**src/rtl/alu_rr_arbiter.sv**
```systemverilog
// -----------------------------------------------------------------------------
// alu_rr_arbiter
//
// Shares one WIDTH-bit ALU between two requester ports. Requests are granted
// round-robin, executed one at a time, and returned on a single response
// channel tagged with the requester id. A completed-operation counter tracks
// every response that has been consumed.
//
// Handshake semantics (all channels): a transfer happens on a rising clock edge
// where valid && ready are both high. A producer may raise or drop valid at
// will before the transfer; once rsp_valid is raised, rsp_id/rsp_result/
// rsp_zero stay stable until the transfer completes.
//
// Ports
//   clk                 system clock, rising edge
//   rst                 asynchronous reset, active low
//   m0_valid/m0_ready   port 0 request handshake
//   m0_op, m0_a, m0_b   port 0 opcode and operands
//   m1_valid/m1_ready   port 1 request handshake
//   m1_op, m1_a, m1_b   port 1 opcode and operands
//   rsp_valid/rsp_ready response handshake
//   rsp_id              requester of the response (0/1)
//   rsp_result          ALU result
//   rsp_zero            rsp_result == 0
//   busy                FSM not in IDLE
//   op_count            completed responses, wraps modulo 2^CNTW
//   state_dbg           current FSM state (0 IDLE, 1 EXEC, 2 RESP)
// -----------------------------------------------------------------------------
module alu_rr_arbiter #(
  parameter int WIDTH = 32,
  parameter int CNTW  = 16
) (
  input  logic             clk,
  input  logic             rst,
  input  logic             m0_valid,
  output logic             m0_ready,
  input  logic [2:0]       m0_op,
  input  logic [WIDTH-1:0] m0_a,
  input  logic [WIDTH-1:0] m0_b,
  input  logic             m1_valid,
  output logic             m1_ready,
  input  logic [2:0]       m1_op,
  input  logic [WIDTH-1:0] m1_a,
  input  logic [WIDTH-1:0] m1_b,
  output logic             rsp_valid,
  input  logic             rsp_ready,
  output logic             rsp_id,
  output logic [WIDTH-1:0] rsp_result,
  output logic             rsp_zero,
  output logic             busy,
  output logic [CNTW-1:0]  op_count,
  output logic [1:0]       state_dbg
);

  typedef enum logic [1:0] {
    IDLE = 2'd0,
    EXEC = 2'd1,
    RESP = 2'd2
  } state_e;

  state_e           state_q;
  logic             prio_q;       // port that wins when both are valid
  logic [2:0]       op_q;
  logic [WIDTH-1:0] a_q;
  logic [WIDTH-1:0] b_q;
  logic             id_q;         // requester of the operation in flight
  logic             rsp_id_q;
  logic [WIDTH-1:0] rsp_result_q;
  logic             rsp_zero_q;
  logic [CNTW-1:0]  op_count_q;

  logic             grant_id;
  logic [WIDTH-1:0] result_d;

  // Arbitration: a lone valid port wins outright; a tie goes to prio_q.
  always_comb begin
    grant_id = 1'b0;
    if (m0_valid && m1_valid) begin
      grant_id = prio_q;
    end else if (m1_valid) begin
      grant_id = 1'b1;
    end
  end

  // Readies are qualified with the port's own valid so at most one is high.
  assign m0_ready = (state_q == IDLE) && m0_valid && (grant_id == 1'b0);
  assign m1_ready = (state_q == IDLE) && m1_valid && (grant_id == 1'b1);

  // ALU on the captured operands.
  always_comb begin
    result_d = '0;
    unique case (op_q)
      3'b000:  result_d = a_q + b_q;
      3'b001:  result_d = a_q - b_q;
      3'b010:  result_d = a_q & b_q;
      3'b011:  result_d = a_q | b_q;
      3'b100:  result_d = ~a_q;
      3'b101:  result_d = {{(WIDTH-1){1'b0}}, (a_q < b_q)};
      default: result_d = '0;
    endcase
  end

  always_ff @(posedge clk or negedge rst) begin
    if (!rst) begin
      state_q      <= IDLE;
      prio_q       <= 1'b0;
      op_q         <= '0;
      a_q          <= '0;
      b_q          <= '0;
      id_q         <= 1'b0;
      rsp_id_q     <= 1'b0;
      rsp_result_q <= '0;
      rsp_zero_q   <= 1'b0;
      op_count_q   <= '0;
    end else begin
      unique case (state_q)
        IDLE: begin
          if (m0_ready || m1_ready) begin
            op_q    <= grant_id ? m1_op : m0_op;
            a_q     <= grant_id ? m1_a  : m0_a;
            b_q     <= grant_id ? m1_b  : m0_b;
            id_q    <= grant_id;
            prio_q  <= ~grant_id;
            state_q <= EXEC;
          end
        end
        EXEC: begin
          rsp_result_q <= result_d;
          rsp_zero_q   <= (result_d == '0);
          rsp_id_q     <= id_q;
          state_q      <= RESP;
        end
        RESP: begin
          if (rsp_ready) begin
            op_count_q <= op_count_q + 1'b1;
            state_q    <= IDLE;
          end
        end
        default: state_q <= IDLE;
      endcase
    end
  end

  assign rsp_valid  = (state_q == RESP);
  assign rsp_id     = rsp_id_q;
  assign rsp_result = rsp_result_q;
  assign rsp_zero   = rsp_zero_q;
  assign busy       = (state_q != IDLE);
  assign op_count   = op_count_q;
  assign state_dbg  = state_q;

endmodule
```
**config.mk**
```make
export PLATFORM = sky130hd
export DESIGN_NAME = alu_rr_arbiter
export DESIGN_NICKNAME = d
export VERILOG_FILES = /design/src/rtl/alu_rr_arbiter.sv
export SDC_FILE = /design/constraint.sdc
export NUM_CORES = 1
export LEC_CHECK = 0
export CAP_MARGIN = 40
export CORE_UTILIZATION = 40
export CTS_BUF_LIST = sky130_fd_sc_hd__clkbuf_8
export DETAILED_ROUTE_END_ITERATION = 8
export DONT_BUFFER_PORTS = 1
export GPL_TIMING_DRIVEN = 0
export PLACE_DENSITY = 0.53
export SLEW_MARGIN = 0
export SYNTH_ARGS = -nofsm -noshare
export SYNTH_HDL_FRONTEND = slang
export SYNTH_SLANG_ARGS = --single-unit
```
**constraint.sdc**
```tcl
create_clock -name clk -period 6.5 [get_ports clk]
set_clock_uncertainty 0.15 [all_clocks]
set_input_delay 1.3 -clock clk [delete_from_list [all_inputs] [get_ports clk]]
set_output_delay 1.3 -clock clk [all_outputs]
set_load 0.005 [all_outputs]
```
## After elaboration in Yosys (flattened, before gate mapping)

Cells that the tools add are included.

- Add/subtract/negate cells: 3
- Magnitude comparators: 1
- Equality and inequality tests: 9
- Multiplexer cells: 9
- Bitwise logic cells: 4
- Reduce and logical (&&, ||, !) cells: 13

Operator list:

| operator | number |
|---|---|
| $pmux 32 s6 | 1 |
| $mux 32 | 2 |
| $add 32x32->32 | 1 |
| $and 32x32->32 | 1 |
| $logic_not 32->1 | 1 |
| $lt 32x32->1 | 1 |
| $not 32->32 | 1 |
| $or 32x32->32 | 1 |
| $sub 32x32->32 | 1 |
| $add 16x1->16 const B | 1 |
| $eq 3x2->1 const B | 2 |
| $eq 3x3->1 const B | 2 |
| $pmux 2 s3 | 1 |
| $reduce_and 2->1 | 3 |
| $logic_and 1x1->1 | 5 |
| $mux 2 | 2 |
| $ne 2x1->1 const B | 2 |
| $eq 3x1->1 const B | 1 |
| $logic_not 3->1 | 1 |
| $mux 3 | 1 |
| $eq 2x1->1 const B | 1 |
| $eq 2x2->1 const B | 1 |
| $logic_not 2->1 | 1 |
| $mux 1 | 2 |
| other kinds (3) | 3 |

- Register bits: 121
- Bits of input ports: 139
- Output and inout port bits: 56
- Logic and storage cells: 49

## Depth between registers and ports, before layout

Gate-level depths: netlist (run 1).

- Word-level depth: 7
- Gate-level depth with buffers: 15

## Least setup slack after synthesis (run 1)

Ideal clock, no wire load.

- Path type: reg2reg
- Start point: reg a_q[15]
- End point: reg rsp_zero_q (netlist: rsp_zero)
- Library setup time: 66 ps
- Data arrival time: 3362 ps
- Required time: 6284 ps
- Setup slack: 2922 ps
- Cell stages (with the launch flop): 15
- Path through: dfrtp_1 inv_1 ha_1 buf_6 or2_0 or4_4 a31oi_1 a21oi_2 a311oi_2 o41ai_2 mux2i_1 or3_1 a211o_1 nor4_1 a41o_1

- Cells in the longest elaborated chain, start to end: 3

Ends and longest elaborated chain:

| item | RTL line | source |
|---|---|---|
| start: declaration | 64 | `logic [WIDTH-1:0] a_q;` |
| start signal: assignment | 120 | `a_q <= grant_id ? m1_a : m0_a;` |
| $sub 32x32->32, or another cell as far along | 94 | `3'b001: result_d = a_q - b_q;` |
| $pmux 32 s6 * | 92 | `unique case (op_q)` |
| $logic_not 32->1 * | 129 | `rsp_zero_q <= (result_d == '0);` |
| end signal: assignment | 129 |  |
| end: declaration | 69 | `logic rsp_zero_q;` |

Mark *: on every way between the ends. The rest lies on a longest branch, timed or not.
A chain may end at the register's enable or synchronous reset.

## Worst setup path after layout (run 1)

- Start point: reg a_q[0]
- End point: reg rsp_zero_q (netlist: rsp_zero)

The elaborated chain is that of the path after synthesis.

==> results of run 1 <==
-- sequential cells by signal, summed over array words and instances (netlist names) --
signal	cells
rsp_id	1
a_q	32
state_dbg	2
rsp_zero	1
rsp_result	32
b_q	32
id_q	1
op_count	16
op_q	3
prio_q	1
-- cells in the mapped netlist, types with 6 or more instances --
| master | count | area (um^2) |
|---|---|---|
| nand2b_1 | 12 | 75.1 |
| o211ai_1 | 11 | 82.6 |
| nor2_1 | 88 | 330 |
| clkbuf_1 | 63 | 236 |
| and2_1 | 9 | 56.3 |
| nand2_1 | 106 | 398 |
| o22ai_1 | 24 | 150 |
| o21ai_1 | 7 | 35.0 |
| nor2b_1 | 12 | 75.1 |
| buf_2 | 16 | 80.1 |
| a21oi_1 | 98 | 490 |
| inv_1 | 169 | 634 |
| a221o_1 | 8 | 80.1 |
| o21a_1 | 9 | 67.6 |
| nand4_1 | 13 | 81.3 |
| nor3_1 | 22 | 110 |
| a211oi_1 | 20 | 150 |
| a222oi_1 | 68 | 681 |
| mux2i_1 | 8 | 80.1 |
| xnor2_1 | 13 | 114 |
| ha_1 | 110 | 1380 |
| and4_1 | 6 | 52.6 |
| nand3_1 | 26 | 130 |
| o31ai_1 | 16 | 120 |
| dfrtp_1 | 121 | 3030 |
| or2_2 | 6 | 37.5 |
| a311oi_1 | 8 | 70.1 |
| a211o_1 | 7 | 61.3 |
| o21ai_0 | 77 | 385 |
| mux2_2 | 8 | 90.1 |
| a21o_1 | 14 | 105 |
| o221ai_1 | 10 | 87.6 |
| nor4_1 | 15 | 93.8 |
| buf_1 | 6 | 22.5 |
-- how the worst min path moves through the flow --
stage                     startpoint  cells past startpoint  slack [ns]              to
after floorplan                 id_q                      2        0.29          rsp_id
after global placement          id_q                      2        0.31          rsp_id
after detailed placement        id_q                      2        0.31          rsp_id
after CTS                       id_q                      2        0.33          rsp_id
after global routing             rst                      0        0.34  rsp_result[22]
final                           id_q                      2        0.33          rsp_id
-- cell type report --
class                   count  area, um^2  area share (%)
plain buffers              89         377            3.22
clock buffers              17         234            2.00
clock inverters            15         156            1.34
inverters                 170         638            5.46
multi-input cells         948        6790            58.2
flip-flops and latches    121        3030            25.9
well taps                 335         419            3.59
repair buffers              4        36.3           0.311
-- per-stage QoR --
step                setup slack [ns]  std cells  cell area (um^2)
finish                          1.92       1699             11700
global route                    1.58       1699             11700
CTS                             2.03       1699             11700
detailed placement              2.07       1667             11300
global placement                2.08       1663             11300
floorplan                       2.92       1328             10800
-- per-layer routing --
layer | global-route usage (%) | part of all wire (%)
met5 | 0 | 0.043
met1 | 43.8 | 45
met4 | 6.00 | 1.4
met3 | 8.82 | 12
met2 | 43.4 | 41
-- worst register-to-register path, stage by stage, from the launching register on --
cell,delay (ns)
dfrtp_1,0.42
inv_1,0.09
ha_1,0.21
inv_1,0.07
fa_1,0.40
nor2b_1,0.19
o31ai_1,0.50
o221ai_1,0.25
a2111oi_2,0.54
o211ai_1,0.25
nor4b_2,0.26
nand4_1,0.14
nor4_1,0.39
nand4_1,0.16
nor4_1,0.32
a41o_1,0.21
-- kinds of logic after synthesis --
kind of cell | after synthesis | share of synthesized area (%)
fa+ha+maj | 112 | 13.1
xor+xnor | 18 | 1.45
flops | 121 | 27.9
mux | 16 | 1.57
compound gates | 448 | 30.4
buf+inv | 259 | 9.36
simple gates | 354 | 16.2
==> results.toml, run 1 <==
[floorplan]
core-area_um2 = 26300
die_area_um2 = 27800
io_pins = 195
die_w_um = 167
start_util_pct = 41.2
die_h_um = 167
row_count = 59

[critical_path]
critical-path-max-stage-delay_ns = 0.54
worstSetupStartpoint = "a_q[0]"
path_delay_family = "compound AO/OA/AOI/OAI gates"
cp.arrival_ns = 4.83
criticalPathCategory = "register to register"
cp-end-kind = "register"
path_cells = "inv_1, ha_1, inv_1, fa_1, nor2b_1, o31ai_1, o221ai_1, a2111oi_2, o211ai_1, nor4b_2, nand4_1, nor4_1, nand4_1, nor4_1, a41o_1"
reg2reg_from = "a_q[0]"
worstSetupStartpointType = "register"
worst-path-buf-inv = 2
crit_fanout = 4
ff2ff_setup_slack_ns = 1.92
r2r_cells = 15
worstSetupPathDepth = 15
crit_required_ns = 6.75
cp-endpoint = "rsp_zero"
cp_slowest_cell = "a2111oi_2"
r2r-end = "rsp_zero"

[routing]
antenna_left = 0
route.detailed.drc = 9
num_vias = 10700
wl_per_cell_um = 24.4
wl_um = 41500
drtIter0Drc = 1566
first_pass_iters = 9
drt-vias-per-instance = 6.29

[clocking]
cts.sinks = 121
numCtsBuffers = 17
cts_htree_levels = 4
ctsLongestPathBuffers = 2
ctsResizeCount = 0
path_clk_slew_ns = 0.09
cts_setup_buffers = 0
cts_tree = "done"
clk_root_buffer_cell = "clkbuf_8"
clkLatencyLatePin_ns = 0.47
holdBufCountCts = 0

[placement]
hpwlAfterDp_um = 32700
port_buffers = 0
gp_congestion = 0.957

[sta]
finalCritPeriodShare_pct = 70.5
rsz0062_at_grt = "false"
timing.final.max_slew_violations = 0
worstMarginPinSlew_ns = 0.900
fin_crit_ns = 4.58
setup_violations = 0
slew-limit-headroom_pct = 40.0
finalHoldWorstSlack_ns = 0.330
final_hold_viol_count = 0
max_freq_ghz = 0.218
final.setup.tns_ns = 0

[layout]
layout_commonest_cell = "inv_1"
finish.utilization_pct = 44.5
drive_gt1_share_pct = 7.18
diodes = 0
final.fill_count = 2666
areaGrowthSynthToFinish_pct = 7.81
nets = 1602
final_cell_mix = "169 x inv_1, 121 x dfrtp_1, 110 x ha_1"

[global_route]
grt_max_degree = 122
track_usage_pct = 30.0
grt_pass1_vias = 10100
gr-total-overflow = 0
grt_pass1_wl_um = 63100
antenna_found_initial = 2

[status]
violations = "DRC"
status = "finished with violations"

[synthesis]
synth_area_um2 = 10800
async_flop_share_pct = 100
synth_cells = 1328
syn_nets = 1579
ys_seq_elements = 121
synth_cell_types = 100
ys_warn_count = 0
synthFlopType = "dfrtp_1"
syn_area_per_cell_um2 = 8.16
yosysSeqAreaShare_pct = 27.9
synth-edff-count = 0

[job]
maxCapViolations = 0

[hold_path]
hold_path.class = "register to register"
Power of run 1 is left out: the tool's default activity adds up to more than one toggle a clock period on the data nets, which glitch-free logic cannot reach.
==> inputs of run 2 (changes only) <==
--- a/config.mk
+++ b/config.mk
@@ -11,7 +11,7 @@
 export DETAILED_ROUTE_END_ITERATION = 8
 export DONT_BUFFER_PORTS = 1
 export GPL_TIMING_DRIVEN = 0
-export PLACE_DENSITY = 0.53
+export PLACE_DENSITY = 0.55
 export SLEW_MARGIN = 0
 export SYNTH_ARGS = -nofsm -noshare
 export SYNTH_HDL_FRONTEND = slang
==> constraint.sdc (replaced) <==
create_clock -name clk -period 4.1 [get_ports clk]
set_clock_uncertainty 0.15 [all_clocks]
set_input_delay 0.82 -clock clk [delete_from_list [all_inputs] [get_ports clk]]
set_output_delay 0.82 -clock clk [all_outputs]
set_load 0.005 [all_outputs]
==> results.toml, run 2 (synthesis gave the netlist of run 1 again) <==
[status]
status = "finished with violations"
violations = "DRC"

[global_route]
grt_pass1_wl_um = 63400
grt_pass1_vias = 10400
grt_max_degree = 122
antenna_found_initial = 0
gr-total-overflow = 0
track_usage_pct = 30.1

[critical_path]
cp-end-kind = "register"
cp.arrival_ns = 4.28
reg2reg_from = "a_q[1]"
crit_required_ns = 4.35
r2r-end = "rsp_zero"
crit_fanout = 6
ff2ff_setup_slack_ns = 0.07
criticalPathCategory = "register to register"
worstSetupStartpointType = "register"
r2r_cells = 13

[routing]
drtIter0Drc = 1389
antenna_left = 0
route.detailed.drc = 9
first_pass_iters = 9
num_vias = 10900
drt-vias-per-instance = 6.38
wl_um = 42000
wl_per_cell_um = 24.6

[sta]
final_hold_viol_count = 0
max_freq_ghz = 0.248
fin_crit_ns = 4.03
timing.final.max_slew_violations = 0
worstMarginPinSlew_ns = 0.870
final.setup.tns_ns = 0
setup_violations = 0
rsz0062_at_grt = "true"
finalCritPeriodShare_pct = 98.4
slew-limit-headroom_pct = 42.0

[layout]
final_cell_mix = "168 x inv_1, 110 x dfrtp_1, 108 x ha_1"
layout_commonest_cell = "inv_1"
diodes = 0
nets = 1612
areaGrowthSynthToFinish_pct = 11.3
drive_gt1_share_pct = 11.4

[hold_path]
hold_path.class = "primary input to asynchronous set/reset pin"

[floorplan]
start_util_pct = 41.2
die_h_um = 167
io_pins = 195
die_area_um2 = 27800
core-area_um2 = 26300
row_count = 59
die_w_um = 167

[placement]
hpwlAfterDp_um = 32900
port_buffers = 0
gp_congestion = 0.962

[clocking]
ctsLongestPathBuffers = 2
cts_tree = "done"
cts.sinks = 121
cts_htree_levels = 4
clkLatencyLatePin_ns = 0.47
numCtsBuffers = 17
clk_root_buffer_cell = "clkbuf_8"
path_clk_slew_ns = 0.12

[job]
maxCapViolations = 0
-- run 2: per-stage QoR --
step	hold WS [ns]	std cells	util (%)	cell area [um^2]	worst slack [ns]
2_1_floorplan	0.289	1328	-	10800	0.522
3_3_place_gp	0.307	1663	42.8	11300	-0.322
3_5_place_dp	0.318	1668	43.0	11300	-0.315
4_1_cts	0.167	1702	44.9	11800	0.00328
5_1_grt	0.196	1709	45.9	12100	-0.0632
6_report	0.158	1709	45.9	12100	0.0665
-- run 2: final cells by class --
cell class | count | area, um^2
fill | 2678 | 14200
multi-input combinational | 948 | 7040
sequential | 121 | 3040
inverter | 170 | 638
tap | 335 | 419
buffer | 88 | 384
clock buffer | 17 | 234
clock inverter | 15 | 156
timing repair buffer | 15 | 143
-- run 2: what timing repair did --
action	CTS	global route
hold buffers	1	0
gates resized for setup	19	53
buffers inserted	1	8
hold endpoints to repair	121	0
pin swaps	2	16
setup endpoints to repair	2	4
-- run 2: metal layers --
| metal | part of all wire [%] | track usage, % | vias to the layer above |
|---|---|---|---|
| met2 | 42 | 44.0 | 595 |
| met3 | 12 | 9.89 | 51 |
| met5 | 0 | 0 | - |
| li1 | - | - | 4958 |
| met1 | 44 | 42.2 | 5295 |
| met4 | 1.9 | 8.05 | 0 |
-- run 2: worst max-delay path, stage by stage, from the launching register on --
cell and delay [ns]:
dfrtp_2 0.49, inv_1 0.08, ha_1 0.34, or2_1 0.25
a211o_1 0.37, o21ai_1 0.36, nand2_4 0.12, a311oi_4 0.40
o41ai_2 0.11, mux2i_1 0.14, or3_4 0.41, a211o_1 0.29
nor4_2 0.27, a41o_1 0.19
-- run 2: how the worst max path moves through the flow --
stage	start	end	slack (ns)	depth (start not counted)
detailed placement	a_q[0]	rsp_zero	-0.32	13
CTS	a_q[9]	rsp_zero	0.003	14
global route	b_q[0]	rsp_zero	-0.06	13
finish	a_q[1]	rsp_zero	0.07	13
floorplan	a_q[15]	rsp_zero	0.52	14
global placement	a_q[0]	rsp_zero	-0.32	13
Power of run 2 is left out for the same reason.
==> inputs of run 3 (changes only) <==
--- a/config.mk
+++ b/config.mk
@@ -11,6 +11,7 @@
 export DETAILED_ROUTE_END_ITERATION = 8
 export DONT_BUFFER_PORTS = 1
 export GPL_TIMING_DRIVEN = 0
+export HOLD_SLACK_MARGIN = 0.03
 export PLACE_DENSITY = 0.55
 export SLEW_MARGIN = 0
 export SYNTH_ARGS = -nofsm -noshare
==> results of run 3 <==
The final DEF is identical to that of run 2; final timing and power are the same.
Power of run 3 is left out for the same reason.
